`src/rtl/tia_poly_counter_pkg.sv`:
```
// rtl/tia_poly_counter_pkg.sv - shared TIA polynomial counter defaults and phase encodings
package tia_poly_counter_pkg;

  localparam int         DEFAULT_WIDTH    = 6;
  localparam int         DEFAULT_TAP_A    = 5;
  localparam int         DEFAULT_TAP_B    = 4;
  localparam logic [5:0] DEFAULT_TERMINAL = 6'b111101;

  typedef enum logic {
    PH_SAMPLE   = 1'b0,
    PH_TRANSFER = 1'b1
  } phase_e;

endpackage

```
`src/rtl/tia_poly_counter_if.sv`:
```
// rtl/tia_poly_counter_if.sv - control and status bundle of the polynomial counter
interface tia_poly_counter_if #(
  parameter int WIDTH = 6
);
  logic             en;
  logic             clear;
  logic [WIDTH-1:0] q;
  logic [WIDTH-1:0] tap;
  logic             phase;
  logic             wrap;

  modport master (output en, output clear, input q, input tap, input phase, input wrap);
  modport slave  (input en, input clear, output q, output tap, output phase, output wrap);
endinterface

```
`src/rtl/tia_d2n_stage.sv`:
```
// rtl/tia_d2n_stage.sv - one two-phase stage: inverting sample latch feeding an inverting transfer
module tia_d2n_stage (
  input  logic clk,
  input  logic reset_n,
  input  logic clear,
  input  logic sample,
  input  logic transfer,
  input  logic d,
  output logic tap,
  output logic out
);

  always_ff @(posedge clk or negedge reset_n) begin
    if (!reset_n) begin
      tap <= 1'b1;
      out <= 1'b0;
    end else if (clear) begin
      tap <= 1'b1;
      out <= 1'b0;
    end else begin
      if (sample)   tap <= ~d;
      if (transfer) out <= ~tap;
    end
  end

endmodule

```
`src/rtl/tia_poly_counter.sv`:
```
// rtl/tia_poly_counter.sv - XNOR-feedback polynomial counter built from two-phase stages
module tia_poly_counter
  import tia_poly_counter_pkg::*;
#(
  parameter int               WIDTH    = DEFAULT_WIDTH,
  parameter int               TAP_A    = DEFAULT_TAP_A,
  parameter int               TAP_B    = DEFAULT_TAP_B,
  parameter logic [WIDTH-1:0] TERMINAL = WIDTH'(DEFAULT_TERMINAL)
) (
  input logic             clk,
  input logic             reset_n,
  tia_poly_counter_if.slave bus
);

  generate
    if (WIDTH < 2 || WIDTH > 16) begin : g_bad_width
      $error("tia_poly_counter: WIDTH must be 2..16");
    end
    if (TAP_A < 0 || TAP_A >= WIDTH || TAP_B < 0 || TAP_B >= WIDTH) begin : g_bad_tap
      $error("tia_poly_counter: tap index out of range");
    end
    if (TAP_A == TAP_B) begin : g_same_tap
      $error("tia_poly_counter: TAP_A and TAP_B must differ");
    end
    if (TERMINAL == {WIDTH{1'b1}}) begin : g_bad_terminal
      $error("tia_poly_counter: TERMINAL must not be the XNOR lock-up state");
    end
  endgenerate

  phase_e           phase_q;
  phase_e           phase_d;
  logic             sample;
  logic             transfer;
  logic [WIDTH-1:0] q;
  logic [WIDTH-1:0] tap_n;
  logic [WIDTH-1:0] d;
  logic             fb;
  logic             terminal;

  always_ff @(posedge clk or negedge reset_n) begin
    if (!reset_n) phase_q <= PH_SAMPLE;
    else          phase_q <= phase_d;
  end

  // clear outranks en so a held clear always lands on a fresh phase-1
  always_comb begin
    phase_d  = phase_q;
    sample   = 1'b0;
    transfer = 1'b0;
    if (bus.clear) begin
      phase_d = PH_SAMPLE;
    end else if (bus.en) begin
      case (phase_q)
        PH_SAMPLE: begin
          sample  = 1'b1;
          phase_d = PH_TRANSFER;
        end
        PH_TRANSFER: begin
          transfer = 1'b1;
          phase_d  = PH_SAMPLE;
        end
        default: phase_d = PH_SAMPLE;
      endcase
    end
  end

  assign fb       = ~(q[TAP_A] ^ q[TAP_B]);
  assign terminal = (q == TERMINAL);
  assign d        = terminal ? '0 : {q[WIDTH-2:0], fb};

  for (genvar i = 0; i < WIDTH; i++) begin : g_stage
    tia_d2n_stage u_stage (
      .clk      (clk),
      .reset_n  (reset_n),
      .clear    (bus.clear),
      .sample   (sample),
      .transfer (transfer),
      .d        (d[i]),
      .tap      (tap_n[i]),
      .out      (q[i])
    );
  end

  assign bus.q     = q;
  assign bus.tap   = tap_n;
  assign bus.phase = phase_q;
  assign bus.wrap  = terminal;

endmodule
```
`src/flat_wrapper.sv`:
```
// flat-port wrapper written by rule: the top's interface ports become plain ports
module tia_poly_counter_flat import tia_poly_counter_pkg::*;
#(
  parameter int               WIDTH    = DEFAULT_WIDTH,
  parameter int               TAP_A    = DEFAULT_TAP_A,
  parameter int               TAP_B    = DEFAULT_TAP_B,
  parameter logic [WIDTH-1:0] TERMINAL = WIDTH'(DEFAULT_TERMINAL)
)
  (clk, reset_n, bus_en, bus_clear, bus_q, bus_tap, bus_phase, bus_wrap);
  tia_poly_counter_if #(.WIDTH(WIDTH)) bus_i ();
  input logic clk;
  input logic reset_n;
  input wire logic [$bits(bus_i.en)-1:0] bus_en;
  input wire logic [$bits(bus_i.clear)-1:0] bus_clear;
  output wire logic [$bits(bus_i.q)-1:0] bus_q;
  output wire logic [$bits(bus_i.tap)-1:0] bus_tap;
  output wire logic [$bits(bus_i.phase)-1:0] bus_phase;
  output wire logic [$bits(bus_i.wrap)-1:0] bus_wrap;
  assign bus_i.en = bus_en;
  assign bus_i.clear = bus_clear;
  assign bus_q = bus_i.q;
  assign bus_tap = bus_i.tap;
  assign bus_phase = bus_i.phase;
  assign bus_wrap = bus_i.wrap;
  tia_poly_counter #(.WIDTH(WIDTH), .TAP_A(TAP_A), .TAP_B(TAP_B), .TERMINAL(TERMINAL)) u_core (.clk(clk), .reset_n(reset_n), .bus(bus_i));
endmodule
```
`config.mk`:
```
export PLATFORM = sky130hd
export DESIGN_NAME = tia_poly_counter_flat
export DESIGN_NICKNAME = d
export VERILOG_FILES = /design/src/rtl/tia_poly_counter_pkg.sv /design/src/rtl/tia_poly_counter_if.sv /design/src/rtl/tia_d2n_stage.sv /design/src/rtl/tia_poly_counter.sv /design/src/flat_wrapper.sv
export SDC_FILE = /design/constraint.sdc
export NUM_CORES = 1
export LEC_CHECK = 0
export CAP_MARGIN = 20
export CORE_MARGIN = 5
export CORE_UTILIZATION = 45
export DETAILED_ROUTE_END_ITERATION = 10
export PLACE_DENSITY = 0.81
export SETUP_SLACK_MARGIN = 0.02
export SYNTH_ARGS = -nofsm -noshare
export SYNTH_HDL_FRONTEND = slang
export SYNTH_HIERARCHICAL = 1
export SYNTH_SLANG_ARGS = --single-unit
```
`constraint.sdc`:
```
create_clock -name clk -period 1.45 [get_ports clk]
set_input_delay 0.29 -clock clk [delete_from_list [all_inputs] [get_ports clk]]
set_output_delay 0.29 -clock clk [all_outputs]
set_load 0.01 [all_outputs]
```
==> flow_summary.json <==
{
  "status": "finished, violations left",
  "violations": "negative setup slack",
  "antenna_cells_inserted": 0,
  "placeableCoreArea_sq_um": 1350,
  "mostFrequentLayoutCells": "20 x buf_4, 12 x dlygate4sd2_1, 12 x nand2b_1, 7 x dfrtp_1",
  "die_width_um": 48.24,
  "grt_util_met1_pct": 19.64,
  "numClockSinks": 13,
  "synth_async_sr_flop_share_pct": 100.0,
  "fillerInstances": 102,
  "lkg_pwr_nw": 0.4538,
  "worst_slack_ns": -0.1217,
  "finalCriticalPeriod_ns": 1.572,
  "worst_setup_slack_after_placement_ns": -0.2003,
  "route.detailed.drc": 0,
  "synth_edf_count": 0,
  "post_drt_wl_per_cell_um": 13.36,
  "pin_count_of_the_biggest_net_entering_global_routing": 14,
  "tightestPinTransition_ns": 0.1800,
  "vias_per_cell": 4.992,
  "groute.usage.overall_pct": 15.41,
  "final_antenna_net_count": 0,
  "timing.final.crit_share_pct": 108.4,
  "root_buffer": "clkbuf_4",
  "slowest_delay_ns": 0.40,
  "ys_types": 19,
  "floorplan.initialDensity_pct": 48.75,
  "rr_endpoint": "u_core/g_stage[1].u_stage/tap$_DFFE_PN1P_",
  "syn_to_final_growth_pct": 54.56,
  "via_count_of_the_first_global_routing_pass": 589,
  "syn_inst": 66,
  "holdBufCountCts": 0,
  "crit_path_top_delay_cell": "dfrtp_1",
  "irDropWorstVdd_v": 0.0005235,
  "wire_length_of_the_first_global_routing_pass_mm": 2.463,
  "crit_type": "flip-flop to output pin",
  "worstSetupEndpointType": "output pin",
  "r2r_slack_ns": 0.05,
  "busiest_layer_in_global_routing": "met2",
  "cts_tree": "built",
  "syn_area_per_cell_sq_um": 9.972,
  "synthesis.area_sq_um": 658.1,
  "layout.area.seq_sq_um": 332.8,
  "die-area_sq_um": 2327,
  "drive_above_1_share_pct": 35.85,
  "placementRows": 13,
  "num_vias": 604,
  "cp.arrival_ns": 1.28,
  "final-hold-violation-count": 0,
  "die_height_um": 48.24,
  "unrepaired_setup_endpoints_after_global_routing": "yes",
  "yosys_warnings": 6,
  "synth_top_area_cell": "dfrtp_1",
  "clkTransAtPathRegs_ns": 0.08,
  "cells_on_worst_reg2reg_path": 7,
  "port-buffer-count": 17,
  "syn_nets": 71,
  "setup_viol_count_final": 1,
  "drt_pass1_iterations": 3,
  "clock_tree.buffer_depth": 2,
  "grt.met2_usage_pct": 25.00,
  "clkLatencyLatePin_ns": 0.28,
  "yosys.area.top_type_share_pct": 26.62,
  "drt_wl_total_mm": 1.616,
  "multi_input_comb_area_sq_um": 326.6,
  "worstPathCellList": "ha_2 > and3_4 > and2_4 > buf_6",
  "type_of_element_launching_the_critical_path": "flip-flop",
  "max_cap_viol_count": 0,
  "globalRouteMet3Util_pct": 2.214,
  "final_net_count": 112,
  "worst-path-max-fanout": 2,
  "holdCritPathClass": "input port to async pin",
  "place.gp.congestion": 0.8001,
  "whs_ns": 0.3128,
  "layout.cells.most_common": "buf_4",
  "worstReg2RegStart": "u_core/g_stage[5].u_stage/out$_DFFE_PN0P_",
  "yosysSeqAreaShare_pct": 50.57,
  "number_of_antenna_violations_at_the_first_check_in_global_routing": 0,
  "timing.critical_path.required_ns": 1.16,
  "critPathLaunch": "u_core/g_stage[5].u_stage/out$_DFFE_PN0P_",
  "final_worst_clock_skew_ns": 0.005786,
  "synth_flop_cell": "dfrtp_1",
  "detail_route.iter0.violations": 6,
  "power_density_nw_per_um2": 660.4,
  "h-tree-depth": 1,
  "fmax_achieved_mhz": 636.2,
  "pin_count": 18,
  "grt-ovfl-total": 0,
  "slew-limit-headroom_pct": 88.00,
  "post-dp-hpwl_mm": 1.102,
  "synth-seq-cells": 13,
  "cts_made_buffers": 3,
  "finalMaxSlewViolations": 0,
  "synth_area_leaders": "dfrtp_1 27%, dfstp_2 24%, nand2b_1 11%, a21o_1 6.8%, or2_1 5.7%"
}
-- logic make-up after synthesis --
family                   synth area share, %
AND/OR/NAND/NOR                        27.57
AO/OA/AOI/OAI                          16.35
flip-flops                             50.57
buffers and inverters                  2.281
XOR/XNOR                               1.331
adder cells (fa/ha/maj)                1.901
-- worst max-delay path: cells and delay by family, from the launching register on --
family | cells | cell delay [ns]
adder cells (fa/ha/maj) | 1 | 0.19
buffers and inverters | 1 | 0.11
flip-flops | 1 | 0.40
AND/OR/NAND/NOR | 2 | 0.31
-- cells in the mapped netlist (2+ instances only) --
cell	number
inv_1	3
a21o_1	6
a21boi_1	2
or2_1	6
dfrtp_1	7
nand2_1	6
nand2b_1	12
a21oi_1	7
dfstp_2	6
a31oi_1	2
-- what timing repair did --
action | CTS | global route
gates resized for setup | 21 | 5
setup buffers | 3 | 2
setup endpoints to repair | 14 | 1
pin swaps | 0 | 4
-- how the worst max path moves through the flow --
stage / to / slack (ns) / cells after the start
after floorplan: u_core/g_stage[0].u_stage/tap$_DFFE_PN1P_ / 0.06 / 3
after global placement: bus_wrap / -0.17 / 4
after detailed placement: bus_wrap / -0.20 / 4
after CTS: bus_wrap / -0.13 / 4
after global routing: bus_wrap / -0.18 / 4
final: bus_wrap / -0.12 / 4
-- through the flow --
stage	power (W)	util (%)	setup TNS (ns)	instance area (sq um)	instances
2_1_floorplan	0.0004018	-	0	658.1	66
3_3_place_gp	0.0004497	70.81	-0.7552	955.9	112
3_5_place_dp	0.0004518	70.81	-1.053	955.9	112
4_1_cts	0.0006778	72.75	-0.1320	982.2	119
5_1_grt	0.0007009	75.35	-0.2397	1017	121
6_report	0.0006718	75.35	-0.1217	1017	121
-- cell type report --
class | instances | share of cell area, %
clock buffer | 4 | 2.583
inverter | 3 | 1.107
multi-input combinational | 49 | 32.10
sequential | 13 | 32.72
tap | 15 | 1.845
timing repair buffer | 37 | 29.64
-- metal layers --
layer / wire length, um / vias to the layer above
li1: - / 297
met1: 733 / 294
met2: 816 / 13
met3: 66 / 0
met4: 0 / 0
met5: 0 / -
-- report_power, final --
group / switching (W) / internal [W]
Clock: 0.000123 / 0.000107
Combinational: 0.0000344 / 0.0000334
Sequential: 0.00000430 / 0.000370
-- flip-flops by register name, summed over array words and instances, names as in the netlist --
name	flops
u_core/g_stage.u_stage/tap	6
u_core/g_stage.u_stage/out	6
u_core/bus.phase	1
(Power assumes the default switching activity.)
